$ cat src/rtl/uart_pkg.sv
// uart_pkg: UART register map and arbiter state encoding shared by the UART TX arbiter
package uart_pkg;
    localparam logic [31:0] UART_OFF_DIVIDER  = 32'h0;
    localparam logic [31:0] UART_OFF_TXDATA   = 32'h4;
    localparam logic [31:0] UART_OFF_SANITY   = 32'h8;
    localparam logic [31:0] UART_SANITY_VALUE = 32'hA17EB0B0;
    typedef enum logic [2:0] {CFG_WR, CFG_RD, IDLE, XFER, GAP, FAULT} state_t;
endpackage

$ cat src/rtl/uart_tx_arbiter_rr_arbiter.sv
// rr_arbiter: combinational round-robin grant, searching upward from ptr_i with wrap
//   req_i   : request vector
//   ptr_i   : highest-priority index (register lives in the parent)
//   gnt_o   : one-hot grant, idx_o: its index, valid_o: any request granted
module rr_arbiter #(
    parameter int N  = 2,
    parameter int PW = (N > 1) ? $clog2(N) : 1
) (
    input  logic [N-1:0]  req_i,
    input  logic [PW-1:0] ptr_i,
    output logic [N-1:0]  gnt_o,
    output logic [PW-1:0] idx_o,
    output logic          valid_o
);
    always_comb begin
        gnt_o   = '0;
        idx_o   = '0;
        valid_o = 1'b0;
        for (int i = 0; i < N; i++) begin
            if (!valid_o && req_i[(int'(ptr_i) + i) % N]) begin
                valid_o = 1'b1;
                gnt_o[(int'(ptr_i) + i) % N] = 1'b1;
                idx_o = PW'((int'(ptr_i) + i) % N);
            end
        end
    end
endmodule

$ cat src/rtl/uart_tx_arbiter.sv
// uart_tx_arbiter: Wishbone master that configures the UART divider, then shares TXDATA between requesters
//   req_valid_i/req_data_i/req_ready_o : per-requester byte streams, ready is a same-cycle one-hot accept
//   wb_*                               : registered Wishbone master port to the UART slave
//   busy_o                             : not idle; cfg_err_o / timeout_err_o sticky errors; tx_count_o acked bytes
module uart_tx_arbiter
    import uart_pkg::*;
#(
    parameter int          NUM_REQ       = 2,
    parameter int          WB_DATA_WIDTH = 32,
    parameter int          WB_ADDR_WIDTH = 32,
    parameter int          WB_SEL_WIDTH  = WB_DATA_WIDTH / 8,
    parameter logic [31:0] UART_BASE     = 32'h0,
    parameter logic [31:0] DIVIDER       = 32'd1,
    parameter int          TIMEOUT_W     = 20
) (
    input  logic                     clk_i,
    input  logic                     rst_i,
    input  logic [NUM_REQ-1:0]       req_valid_i,
    input  logic [NUM_REQ*8-1:0]     req_data_i,
    output logic [NUM_REQ-1:0]       req_ready_o,
    output logic [WB_ADDR_WIDTH-1:0] wb_addr_o,
    output logic [WB_DATA_WIDTH-1:0] wb_data_o,
    output logic [WB_SEL_WIDTH-1:0]  wb_sel_o,
    output logic                     wb_we_o,
    output logic                     wb_cyc_o,
    output logic                     wb_stb_o,
    input  logic                     wb_ack_i,
    input  logic [WB_DATA_WIDTH-1:0] wb_data_i,
    output logic                     busy_o,
    output logic                     cfg_err_o,
    output logic                     timeout_err_o,
    output logic [15:0]              tx_count_o
);
    localparam int PW = (NUM_REQ > 1) ? $clog2(NUM_REQ) : 1;

    state_t                   state_q, state_d, ret_q, ret_d;
    logic [PW-1:0]            ptr_q, ptr_d;
    logic [TIMEOUT_W-1:0]     tmo_q, tmo_d, tmo_inc;
    logic [15:0]              cnt_q, cnt_d;
    logic                     cfg_err_q, cfg_err_d, tmo_err_q, tmo_err_d;
    logic [7:0]               byte_q, byte_d;
    logic                     cyc_q, cyc_d, we_q, we_d;
    logic [WB_ADDR_WIDTH-1:0] addr_q, addr_d;
    logic [WB_DATA_WIDTH-1:0] data_q, data_d;
    logic [WB_SEL_WIDTH-1:0]  sel_q, sel_d;
    logic [NUM_REQ-1:0]       gnt, ready;
    logic [PW-1:0]            gnt_idx;
    logic                     gnt_v, ack, expire;

    rr_arbiter #(.N(NUM_REQ), .PW(PW)) u_rr (
        .req_i   (req_valid_i),
        .ptr_i   (ptr_q),
        .gnt_o   (gnt),
        .idx_o   (gnt_idx),
        .valid_o (gnt_v)
    );

    // ack only counts while a cycle is open; an ack on the last counted cycle wins over the timeout
    assign ack     = wb_ack_i && cyc_q;
    assign tmo_inc = tmo_q + TIMEOUT_W'(1);
    assign expire  = cyc_q && !wb_ack_i && (tmo_inc == '1);

    always_comb begin
        state_d   = state_q;
        ret_d     = ret_q;
        ptr_d     = ptr_q;
        cnt_d     = cnt_q;
        cfg_err_d = cfg_err_q;
        tmo_err_d = tmo_err_q;
        byte_d    = byte_q;
        ready     = '0;
        unique case (state_q)
            CFG_WR: begin
                if (ack) begin
                    state_d = GAP;
                    ret_d   = CFG_RD;
                end else if (expire) begin
                    state_d   = FAULT;
                    cfg_err_d = 1'b1;
                    tmo_err_d = 1'b1;
                end
            end
            CFG_RD: begin
                if (ack && wb_data_i == WB_DATA_WIDTH'(DIVIDER)) begin
                    state_d = GAP;
                    ret_d   = IDLE;
                end else if (ack) begin
                    state_d   = FAULT;
                    cfg_err_d = 1'b1;
                end else if (expire) begin
                    state_d   = FAULT;
                    cfg_err_d = 1'b1;
                    tmo_err_d = 1'b1;
                end
            end
            IDLE: begin
                if (gnt_v && !rst_i) begin
                    ready   = gnt;
                    byte_d  = req_data_i[8*gnt_idx +: 8];
                    ptr_d   = (gnt_idx == PW'(NUM_REQ - 1)) ? '0 : gnt_idx + PW'(1);
                    state_d = XFER;
                end
            end
            XFER: begin
                if (ack) begin
                    state_d = GAP;
                    ret_d   = IDLE;
                    cnt_d   = cnt_q + 16'd1;
                end else if (expire) begin
                    state_d   = GAP;
                    ret_d     = IDLE;
                    tmo_err_d = 1'b1;
                end
            end
            GAP:     state_d = ret_q;
            default: ;
        endcase
        tmo_d  = (state_d != state_q) ? '0 : cyc_q ? tmo_inc : tmo_q;
        // bus outputs are registered from the next state so they line up with it
        cyc_d  = state_d inside {CFG_WR, CFG_RD, XFER};
        we_d   = state_d inside {CFG_WR, XFER};
        addr_d = (state_d == XFER) ? WB_ADDR_WIDTH'(UART_BASE + UART_OFF_TXDATA) :
                 cyc_d ? WB_ADDR_WIDTH'(UART_BASE + UART_OFF_DIVIDER) : '0;
        data_d = (state_d == XFER) ? WB_DATA_WIDTH'(byte_d) :
                 (state_d == CFG_WR) ? WB_DATA_WIDTH'(DIVIDER) : '0;
        sel_d  = (state_d == XFER) ? WB_SEL_WIDTH'(1) : cyc_d ? '1 : '0;
    end

    always_ff @(posedge clk_i) begin
        if (rst_i) begin
            state_q   <= CFG_WR;
            ret_q     <= CFG_WR;
            ptr_q     <= '0;
            tmo_q     <= '0;
            cnt_q     <= '0;
            cfg_err_q <= 1'b0;
            tmo_err_q <= 1'b0;
            byte_q    <= '0;
            cyc_q     <= 1'b0;
            we_q      <= 1'b0;
            addr_q    <= '0;
            data_q    <= '0;
            sel_q     <= '0;
        end else begin
            state_q   <= state_d;
            ret_q     <= ret_d;
            ptr_q     <= ptr_d;
            tmo_q     <= tmo_d;
            cnt_q     <= cnt_d;
            cfg_err_q <= cfg_err_d;
            tmo_err_q <= tmo_err_d;
            byte_q    <= byte_d;
            cyc_q     <= cyc_d;
            we_q      <= we_d;
            addr_q    <= addr_d;
            data_q    <= data_d;
            sel_q     <= sel_d;
        end
    end

    assign req_ready_o   = ready;
    assign wb_addr_o     = addr_q;
    assign wb_data_o     = data_q;
    assign wb_sel_o      = sel_q;
    assign wb_we_o       = we_q;
    assign wb_cyc_o      = cyc_q;
    assign wb_stb_o      = cyc_q;
    assign busy_o        = state_q != IDLE;
    assign cfg_err_o     = cfg_err_q;
    assign timeout_err_o = tmo_err_q;
    assign tx_count_o    = cnt_q;
endmodule
$ cat config.mk
export PLATFORM = sky130hd
export DESIGN_NAME = uart_tx_arbiter
export DESIGN_NICKNAME = d
export VERILOG_FILES = /design/src/rtl/uart_pkg.sv /design/src/rtl/uart_tx_arbiter_rr_arbiter.sv /design/src/rtl/uart_tx_arbiter.sv
export SDC_FILE = /design/constraint.sdc
export NUM_CORES = 1
export LEC_CHECK = 0
export CORE_AREA = 2 2 107 109
export DETAILED_ROUTE_END_ITERATION = 8
export DIE_AREA = 0 0 109 111
export PLACE_DENSITY = 0.63
export SYNTH_ARGS = -nofsm -noshare
export SYNTH_HDL_FRONTEND = slang
export SYNTH_SLANG_ARGS = --single-unit
$ cat constraint.sdc
create_clock -name clk_i -period 3.4 [get_ports clk_i]
set_input_delay 0.85 -clock clk_i [delete_from_list [all_inputs] [get_ports clk_i]]
set_output_delay 0.85 -clock clk_i [all_outputs]
set_load 0.01 [all_outputs]
==> flow_metrics.py <==
metrics = {
    "placement": {
        "gp_congestion": 0.888,
        "port-buffer-count": 89,
        "dp.cells": 672,
        "hpwlAfterDp_mm": 6.67,
    },
    "worst_setup_path": {
        "r2r-start": "tmo_q[0]",
        "r2r-end": "wb_data_o[0]",
        "crit_path_start_kind": "input pin",
        "crit_required_ns": 2.55,
        "crit_path_cell_trace": "clkdlybuf4s50_1, inv_1, o21ai_0, buf_4, nor4_1, clkdlybuf4s50_1",
        "crit_type": "in2out",
        "worstPathMaxFanout": 10,
        "crit_slowest_cell": "clkdlybuf4s50_1",
        "crit_top_cell": "clkdlybuf4s50_1",
        "rr_worst_depth": 9,
        "cp-end-kind": "output port",
        "reg2reg_slack_ns": 0.26,
        "crit_path_max_incr_delay_ns": 0.58,
        "crit_family": "buffers and inverters",
        "arrival_ns": 2.44,
        "path_buf_inv": 4,
    },
    "global_routing": {
        "grt_pass1_wl_mm": 14.1,
        "grt_pass1_vias": 2983,
        "grt.total_usage": 0.144,
        "overflow": 0,
        "antenna_found_initial": 0,
        "grt_start_max_net_pins": 21,
    },
    "finish": {
        "syn2layout_area_growth_pct": 31.1,
        "nets": 596,
        "fin_util": 0.440,
        "fill_cells": 1089,
        "num_antenna_cells": 0,
        "drive_gt1_frac": 0.0826,
        "stdcell_count": 688,
    },
    "floorplanning": {
        "ios": 145,
        "core.rowCount": 39,
        "die_x_um": 109,
        "start_util": 0.336,
        "coreArea_um2": 11100,
        "dieArea_um2": 12100,
        "die_h_um": 111,
    },
    "yosys": {
        "synth_edf_count": 0,
        "synth_area_leaders": "dfxtp_1 34%, buf_4 12%, nor2_1 7.1%, xor2_1 5.9%, xnor2_1 3.1%",
        "synth_cell_types": 60,
        "synthFlopType": "dfxtp_1",
        "avgSynthCellArea_um2": 8.29,
        "synth-async-reset-ratio": 0,
        "synth-seq-area-share": 0.344,
        "ys_ff_latch": 64,
        "synth_area_um2": 3720,
        "yosysWarnings": 0,
        "syn_inst": 449,
        "synth_top_cell_area_share": 0.344,
        "yosysTopAreaCell": "dfxtp_1",
    },
    "clock_tree": {
        "cts_htree_levels": 3,
        "cts_tree": "built",
        "clock_sinks": 64,
        "post_cts_buffers": 0,
        "clk_path_buf_depth": 2,
        "root_buffer": "clkbuf_16",
        "clk_latency_ns": 0.33,
        "clk_pin_slew_worst_paths_ns": 0.06,
        "cts-buffers-inserted": 9,
    },
    "timing": {
        "period_minus_slack_ns": 3.29,
        "worst_slew_pin_slew_ns": 0.628,
        "relSlewSlack": 0.580,
        "fmax_mhz": 304,
        "clock_skew_ns": 0.00801,
        "setup_violations": 0,
        "slew_viol_final": 0,
        "timing.final.hold_violations": 0,
        "rsz0062_at_grt": "no",
        "post-route-period-util": 0.968,
    },
    "worst_hold_path": {
        "min_from": "cfg_err_o",
        "whs_path_depth": 2,
        "hold_path.class": "reg2reg",
        "min_to": "cfg_err_o",
    },
    "routing": {
        "vias_per_cell": 4.76,
        "ant_nets": 0,
        "vias": 3275,
        "drcViolationCount": 0,
        "initialDrtViolationCount": 160,
        "drt-total-wl_mm": 8.79,
        "first_pass_iters": 4,
        "wl_per_cell_um": 12.8,
    },
    "pwr": {
        "p_sw_uw": 456,
        "power.density_nw_per_um2": 391,
        "clkPwrFrac": 0.488,
        "seqPwrFrac": 0.408,
        "swShare": 0.239,
        "leakage_nw": 1.84,
        "combPwrFrac": 0.104,
        "internal_power_mw": 1.45,
        "ir_drop_mv": 0.240,
    },
    "job": {
        "drv_cap": 0,
    },
    "run_status": {
        "outcome": "finished clean",
    },
}
## what timing repair did
item	CTS	global route
setup endpoints to repair	0	1
hold buffers	0	0
gates resized for setup	0	1
## metal layers
layer  vias to the layer above  GRT usage  part of all wire  wire length [um]
li1                       1626          -                 -                 -
met1                      1518      0.183              0.44              3840
met3                        10     0.0294             0.075               661
met4                         0     0.0607             0.013               112
met5                         -          0                 0                 0
met2                       121      0.232              0.47              4170
## kinds of logic after synthesis
kind of cell / after synthesis / share of synthesized area
and+or+nand+nor: 191 / 0.273
muxes: 11 / 0.0299
xor gates and xnor gates: 38 / 0.0894
DFF: 64 / 0.344
buffers and inverters: 89 / 0.155
other: 1 / 0.00101
adders and majority gates: 3 / 0.0101
AOI/OAI and AO/OA: 52 / 0.0975
## final cells by class
cell class                      instances  area [um2]  area share
Multi-Input combinational cell        350        2070       0.425
Sequential cell                        64        1280       0.263
Timing Repair Buffer                  102         988       0.203
Clock buffer                           10         239      0.0490
Tap cell                              143         179      0.0367
Clock inverter                          6        68.8      0.0141
Inverter                               13        48.8      0.0100
## per-stage QoR
step	instance area (um2)	hold slack, ns	setup WS, ns	total power [mW]	setup TNS [ns]
final	4880	0.460	0.107	1.91	0
after global routing	4880	0.487	0.0161	1.98	0
after CTS	4870	0.467	0.0830	1.92	0
after detailed placement	4560	0.458	-0.0134	0.992	-0.0134
after global placement	4560	0.457	0.0749	0.989	0
after floorplan	3920	0.455	0.546	0.939	0
## placed cells by master (no fill, tap or decap), types with 3 or more instances in the layout
master	instances
ha_1	3
inv_1	13
nor2b_1	12
a21boi_0	3
mux2i_1	10
clkbuf_16	9
xnor2_1	13
nand2_1	25
a31oi_1	3
xor2_1	25
clkinv_4	3
a211oi_1	10
nor4_1	12
o22ai_1	3
o21ai_0	5
nor2_1	70
o211ai_1	3
buf_4	13
nor3_1	9
a21oi_1	11
nand4_1	9
conb_1	55
dfxtp_1	64
and3_1	8
clkdlybuf4s50_1	89
nand3_1	20
## worst max-delay path by stage
| stage | from | end | slack, ns | cells after the start |
|---|---|---|---|---|
| floorplan | req_valid_i[0] | req_ready_o[0] | 0.55 | 4 |
| global placement | wb_data_i[1] | tmo_q[1] | 0.07 | 8 |
| detailed placement | wb_data_i[24] | tmo_q[1] | -0.01 | 10 |
| CTS | req_valid_i[0] | req_ready_o[0] | 0.08 | 5 |
| global route | tmo_q[0] | wb_we_o | 0.02 | 9 |
| finish | req_valid_i[0] | req_ready_o[1] | 0.11 | 6 |
## cell usage after synthesis (11+ instances only)
cell type  count
nor2b_1       12
inv_1         13
xor2_1        25
dfxtp_1       64
a21oi_1       11
xnor2_1       13
nor2_1        70
nand3_1       20
buf_4         61
nor4_1        12
nand2_1       25
## power by group through the flow
stage               clock (mW)  sequential (mW)  combinational, mW
finish                   0.932            0.779              0.198
global route             0.980            0.781              0.216
CTS                      0.945            0.778              0.198
detailed placement           0            0.795              0.197
global placement             0            0.794              0.195
floorplan                    0            0.790              0.149
## tightest hold or removal path, delay by kind of cell, from the launching register on
kind	cells	cell delay [ns]
buffers and inverters	1	0.05
flip-flops	1	0.32
AO/OA/AOI/OAI	1	0.05
## state kept, by name, summed over array words and instances (netlist names), 2 cells and up
register,flops
byte_q,8
tmo_q,20
ret_q,2
state_q,3
tx_count_o,16
wb_data_o,8
Note: power is estimated with default switching activity, not from simulation.
